<file path="src/rtl/fb_rect_fill_if.sv">
// fb_rect_fill_if: command handshake and BlockRam write port of the rectangle filler
// Signals:
//   cmd_valid, cmd_ready                  command handshake
//   cmd_x0, cmd_y0, cmd_x1, cmd_y1        opposite rectangle corners, inclusive
//   cmd_color                             RGB555 fill color
//   wr_address, wr_data, wr_en            BlockRam write port, address {x, y}
//   busy, done                            command status
// slave is the filler, master is the command source and RAM side.
interface fb_rect_fill_if #(
  parameter int COORD_WIDTH = 8,
  parameter int COLOR_WIDTH = 15
);
  logic                     cmd_valid;
  logic                     cmd_ready;
  logic [COORD_WIDTH-1:0]   cmd_x0;
  logic [COORD_WIDTH-1:0]   cmd_y0;
  logic [COORD_WIDTH-1:0]   cmd_x1;
  logic [COORD_WIDTH-1:0]   cmd_y1;
  logic [COLOR_WIDTH-1:0]   cmd_color;
  logic [2*COORD_WIDTH-1:0] wr_address;
  logic [COLOR_WIDTH-1:0]   wr_data;
  logic                     wr_en;
  logic                     busy;
  logic                     done;
  modport slave (
    input  cmd_valid, cmd_x0, cmd_y0, cmd_x1, cmd_y1, cmd_color,
    output cmd_ready, wr_address, wr_data, wr_en, busy, done
  );
  modport master (
    output cmd_valid, cmd_x0, cmd_y0, cmd_x1, cmd_y1, cmd_color,
    input  cmd_ready, wr_address, wr_data, wr_en, busy, done
  );
endinterface

</file>
<file path="src/rtl/fb_rect_fill.sv">
// fb_rect_fill: streams one frame-buffer pixel write per clock for each rectangle-fill command
// Ports:
//   clock  system clock, rising edge
//   reset  synchronous active-low reset
//   bus    fb_rect_fill_if.slave: command handshake in, BlockRam write port and status out
// All outputs are registered; they are loaded from the next-state decode so the first
// pixel appears on the accept edge and done follows the last write by one cycle.
module fb_rect_fill #(
  parameter int COORD_WIDTH = 8,
  parameter int COLOR_WIDTH = 15
) (
  input  logic          clock,
  input  logic          reset,
  fb_rect_fill_if.slave bus
);
  typedef enum logic [1:0] {IDLE, FILL, DONE} state_t;
  state_t state, nxt;
  logic [COORD_WIDTH-1:0] x, y, x_min, x_max, y_min, y_max;
  logic [COORD_WIDTH-1:0] lo_x, hi_x, lo_y, hi_y, n_x, n_y;
  logic [COLOR_WIDTH-1:0] color, n_color;
  logic accept, x_end, last;
  always_ff @(posedge clock)
    if (!reset) state <= IDLE;
    else state <= nxt;
  // x,y always name the pixel currently on the write port; end tests compare before stepping
  always_comb begin
    accept = state == IDLE && bus.cmd_valid;
    x_end  = x == x_max;
    last   = x_end && y == y_max;
    nxt    = state == IDLE ? (bus.cmd_valid ? FILL : IDLE) :
             state == FILL ? (last ? DONE : FILL) : IDLE;
  end
  always_comb begin
    lo_x    = bus.cmd_x0 < bus.cmd_x1 ? bus.cmd_x0 : bus.cmd_x1;
    hi_x    = bus.cmd_x0 < bus.cmd_x1 ? bus.cmd_x1 : bus.cmd_x0;
    lo_y    = bus.cmd_y0 < bus.cmd_y1 ? bus.cmd_y0 : bus.cmd_y1;
    hi_y    = bus.cmd_y0 < bus.cmd_y1 ? bus.cmd_y1 : bus.cmd_y0;
    n_x     = accept ? lo_x : x_end ? x_min : x + 1'b1;
    n_y     = accept ? lo_y : x_end ? y + 1'b1 : y;
    n_color = accept ? bus.cmd_color : color;
  end
  always_ff @(posedge clock)
    if (!reset) begin
      x              <= '0;
      y              <= '0;
      x_min          <= '0;
      x_max          <= '0;
      y_min          <= '0;
      y_max          <= '0;
      color          <= '0;
      bus.wr_address <= '0;
      bus.wr_data    <= '0;
      bus.wr_en      <= 1'b0;
      bus.cmd_ready  <= 1'b1;
      bus.busy       <= 1'b0;
      bus.done       <= 1'b0;
    end else begin
      if (accept) begin
        x_min <= lo_x;
        x_max <= hi_x;
        y_min <= lo_y;
        y_max <= hi_y;
        color <= bus.cmd_color;
      end
      if (nxt == FILL) begin
        x              <= n_x;
        y              <= n_y;
        bus.wr_address <= {n_x, n_y};
        bus.wr_data    <= n_color;
      end
      bus.wr_en     <= nxt == FILL;
      bus.cmd_ready <= nxt == IDLE;
      bus.busy      <= nxt != IDLE;
      bus.done      <= nxt == DONE;
    end
endmodule
</file>
<file path="src/flat_wrapper.sv">
// flat-port wrapper written by rule: the top's interface ports become plain ports
module fb_rect_fill_flat 
#(
  parameter int COORD_WIDTH = 8,
  parameter int COLOR_WIDTH = 15
)
  (clock, reset, bus_cmd_valid, bus_cmd_x0, bus_cmd_y0, bus_cmd_x1, bus_cmd_y1, bus_cmd_color, bus_cmd_ready, bus_wr_address, bus_wr_data, bus_wr_en, bus_busy, bus_done);
  fb_rect_fill_if #(.COORD_WIDTH(COORD_WIDTH), .COLOR_WIDTH(COLOR_WIDTH)) bus_i ();
  input  logic clock;
  input  logic reset;
  input wire logic [$bits(bus_i.cmd_valid)-1:0] bus_cmd_valid;
  input wire logic [$bits(bus_i.cmd_x0)-1:0] bus_cmd_x0;
  input wire logic [$bits(bus_i.cmd_y0)-1:0] bus_cmd_y0;
  input wire logic [$bits(bus_i.cmd_x1)-1:0] bus_cmd_x1;
  input wire logic [$bits(bus_i.cmd_y1)-1:0] bus_cmd_y1;
  input wire logic [$bits(bus_i.cmd_color)-1:0] bus_cmd_color;
  output wire logic [$bits(bus_i.cmd_ready)-1:0] bus_cmd_ready;
  output wire logic [$bits(bus_i.wr_address)-1:0] bus_wr_address;
  output wire logic [$bits(bus_i.wr_data)-1:0] bus_wr_data;
  output wire logic [$bits(bus_i.wr_en)-1:0] bus_wr_en;
  output wire logic [$bits(bus_i.busy)-1:0] bus_busy;
  output wire logic [$bits(bus_i.done)-1:0] bus_done;
  assign bus_i.cmd_valid = bus_cmd_valid;
  assign bus_i.cmd_x0 = bus_cmd_x0;
  assign bus_i.cmd_y0 = bus_cmd_y0;
  assign bus_i.cmd_x1 = bus_cmd_x1;
  assign bus_i.cmd_y1 = bus_cmd_y1;
  assign bus_i.cmd_color = bus_cmd_color;
  assign bus_cmd_ready = bus_i.cmd_ready;
  assign bus_wr_address = bus_i.wr_address;
  assign bus_wr_data = bus_i.wr_data;
  assign bus_wr_en = bus_i.wr_en;
  assign bus_busy = bus_i.busy;
  assign bus_done = bus_i.done;
  fb_rect_fill #(.COORD_WIDTH(COORD_WIDTH), .COLOR_WIDTH(COLOR_WIDTH)) u_core (.clock(clock), .reset(reset), .bus(bus_i));
endmodule
</file>
<file path="config.mk">
export PLATFORM = sky130hd
export DESIGN_NAME = fb_rect_fill_flat
export DESIGN_NICKNAME = d
export VERILOG_FILES = /design/src/rtl/fb_rect_fill_if.sv /design/src/rtl/fb_rect_fill.sv /design/src/flat_wrapper.sv
export SDC_FILE = /design/constraint.sdc
export NUM_CORES = 1
export LEC_CHECK = 0
export BUFFER_PORTS_ARGS = -buffer_cell sky130_fd_sc_hd__buf_4
export CAP_MARGIN = 5
export CORE_AREA = 2 2 107 109
export DETAILED_ROUTE_END_ITERATION = 10
export DIE_AREA = 0 0 109 111
export PLACE_DENSITY = 0.58
export SYNTH_ARGS = -nofsm -noshare
export SYNTH_HDL_FRONTEND = slang
export SYNTH_SLANG_ARGS = --single-unit
</file>
<file path="constraint.sdc">
create_clock -name clock -period 5.1 [get_ports clock]
set_input_delay 0.765 -clock clock [delete_from_list [all_inputs] [get_ports clock]]
set_output_delay 0.765 -clock clock [all_outputs]
set_load 0.03 [all_outputs]
</file>
==> results.yml <==
outcome:
  status: "finished, final reports clean"
clock_tree:
  clock_sinks: 76
  cts_tree: "built"
  clock_latency_ns: 0.33
  cts_max_level: 3
  postCtsHoldBufs: 0
  numCtsBuffers: 9
  cts_resized: 0
  cts.clk_slew.worst_paths_ns: 0.06
  cts_setup_buffers: 0
  clock-root-buffer: "clkbuf_16"
  clockBufferDepth: 2
power:
  p_leak_nw: 2.28
  p_per_area_nw_per_um2: 335
  peakVddDrop_mv: 0.145
synth:
  yosys_warnings: 0
  yosysUniqueCellTypes: 59
  yosysTopAreaCellShare_pct: 35.7
  netlist_area_um2: 4260
  synth_edf_count: 0
  ys_async_sr_fraction_pct: 0
  synth_top_area_cell: "dfxtp_1"
  yosysSeqAreaShare_pct: 35.7
  synthFlopType: "dfxtp_1"
  synthTopCellsByArea: "dfxtp_1, mux2i_1, nor2_1"
  syn_area_per_cell_um2: 8.64
  syn_inst: 493
  ys_seq_elements: 76
  synth_nets: 559
sta:
  setup_violations: 0
  slew_violations: 0
  finalHoldViolations: 0
  setup_tns_ns: 0
  grt_setup_unrepaired: "false"
  fmax_ghz: 0.360
  tightestPinTransition_ns: 1.27
  fin_crit_sh_pct: 54.5
  slew_headroom_pct: 14.7
  fin_skew_ns: 0.00868
  period_needed_ns: 2.78
global_route:
  grtUsageTotal_pct: 18.1
  antenna_found_initial: 0
  grt_pass1_wl_um: 17500
  grt_pass1_vias: 3657
  grt_max_degree: 42
  overflow: 0
routing:
  viasPerCell: 5.44
  drtIter0Drc: 162
  wl_per_cell_um: 15.4
  dr.pass1.iters: 5
  ant_nets: 0
  drt-total-wl_um: 10800
  vias: 3835
  drcViolationCount: 0
worst_setup_path:
  critical_path.cell_chain: "buf_4 > inv_1 > ha_1 > a21oi_1 > nor2b_1 > nor3_1 > a21oi_1 > o21ai_0 > a21oi_1"
  crit_type: "primary input to register"
  critical-path-max-stage-delay_ns: 0.94
  cp-end-kind: "register"
  cp-start-kind: "primary input"
  worstPathArrival_ns: 2.98
  worstPathRequired_ns: 5.30
  cp_max_fo: 14
  cp_slowest_cell: "nor3_1"
  cp.buffers_inverters: 2
  cp_top_family: "simple AND/OR/NAND/NOR gates"
  crit_path_frequent_cell: "a21oi_1"
run:
  cap_violations: 0
cells_and_area:
  area_growth_pct: 21.8
  post-route-util_pct: 46.8
  stdcell_count: 705
  layout_common_cells: "buf_4, dfxtp_1, nor2_1"
  multiInputGateArea_um2: 2480
  finish.net_count: 623
  layout.cells.most_common: "buf_4"
  nFillCells: 1094
  seq_area_um2: 1520
  drive_gt1_share_pct: 23.8
  antenna_cells: 0
placed_design:
  portBuffers: 84
  place_hpwl_um: 7800
  gp_congestion: 0.845
  place_inst: 689
floorplanning:
  initial_core_util_pct: 38.5
  ioPinCount: 85
  die_area_um2: 12100
  core_um2: 11100
  num_rows: 39
  chipHeight_um: 111
  die_w_um: 109
worst_hold_path:
  hold_path.class: "register to register"
==> cell families (layout without fill, tap and decap cells) <==
group | after synthesis | in the layout | synth area share [%]
buffers and inverters | 53 | 122 | 6.08
XOR/XNOR | 23 | 23 | 4.73
flip-flops | 76 | 76 | 35.7
multiplexers | 26 | 26 | 6.14
adder cells (fa/ha/maj) | 16 | 16 | 4.70
AO/OA/AOI/OAI | 159 | 159 | 26.0
AND/OR/NAND/NOR | 140 | 140 | 16.6
==> Yosys cell counts (11+ instances only) <==
| library cell | number |
|---|---|
| a21oi_1 | 39 |
| a211oi_1 | 13 |
| inv_1 | 19 |
| xnor2_1 | 13 |
| ha_1 | 16 |
| dfxtp_1 | 76 |
| nand2_1 | 23 |
| mux2i_1 | 25 |
| o21ai_0 | 32 |
| clkbuf_1 | 19 |
| a211oi_2 | 15 |
| nand3_1 | 12 |
| a21o_1 | 11 |
| nor2_1 | 55 |
==> registers in the layout, summed over array words and instances, names as in the netlist <==
| register | count |
|---|---|
| u_core.y_max | 8 |
| u_core.bus.cmd_ready | 1 |
| u_core.color | 15 |
| u_core.bus.done | 1 |
| u_core.bus.busy | 1 |
| u_core.bus.wr_en | 1 |
| u_core.bus.wr_address | 1 |
| u_core.y | 7 |
| u_core.bus.wr_data | 15 |
| u_core.x_max | 8 |
| u_core.x | 8 |
| u_core.x_min | 8 |
| u_core.state | 2 |
==> power by group <==
group | total, W | internal (W) | leakage, nW | switching (W)
Sequential | 0.000696 | 0.000649 | 0.628 | 0.0000479
Clock | 0.000599 | 0.000345 | 0.140 | 0.000254
Combinational | 0.000444 | 0.000180 | 1.51 | 0.000263
Total | 0.00174 | 0.00117 | 2.28 | 0.000565
==> metrics by stage <==
| stage | setup slack (ns) | instance area (um^2) | total power, W | hold slack, ns |
|---|---|---|---|---|
| floorplan | 2.57 | 4260 | 0.00101 | 0.437 |
| finish | 2.32 | 5190 | 0.00174 | 0.455 |
| global placement | 2.11 | 4910 | 0.00115 | 0.445 |
| CTS | 2.33 | 5190 | 0.00175 | 0.459 |
| detailed placement | 2.02 | 4910 | 0.00115 | 0.451 |
| global route | 2.06 | 5190 | 0.00182 | 0.484 |
==> per-layer routing <==
metal / GRT usage (%) / share of wire (%)
met3: 3.47 / 5.8
met5: 0 / 0
met4: 6.07 / 1.4
met2: 28.7 / 47
met1: 24.6 / 45
==> final timing paths <==
kind	start	endpoint	slack, ns	cells after the start
min	u_core.x_min[6]$_SDFFE_PN0P_	u_core.x_min[6]$_SDFFE_PN0P_	0.45	2
min reg2reg	u_core.x_min[6]$_SDFFE_PN0P_	u_core.x_min[6]$_SDFFE_PN0P_	0.45	2
max	bus_cmd_x1[6]	u_core.x[7]$_SDFFE_PN0N_	2.32	9
max reg2reg	u_core.x[0]$_SDFFE_PN0N_	u_core.bus.wr_data[12]$_SDFFE_PN0N_	2.37	7
==> tightest hold or removal path, cell delays in order, from the launching register on <==
cell     delay [ns]
dfxtp_1        0.31
nand2_1        0.05
a21oi_1        0.05
==> cell type report <==
class | count | share of cell area (%)
Clock buffer | 11 | 4.68
Clock inverter | 5 | 0.699
Inverter | 19 | 1.37
Multi-Input combinational cell | 364 | 47.9
Sequential cell | 76 | 29.3
Tap cell | 143 | 3.45
Timing Repair Buffer | 87 | 12.6
Note: power is estimated with default switching activity, not from simulation.
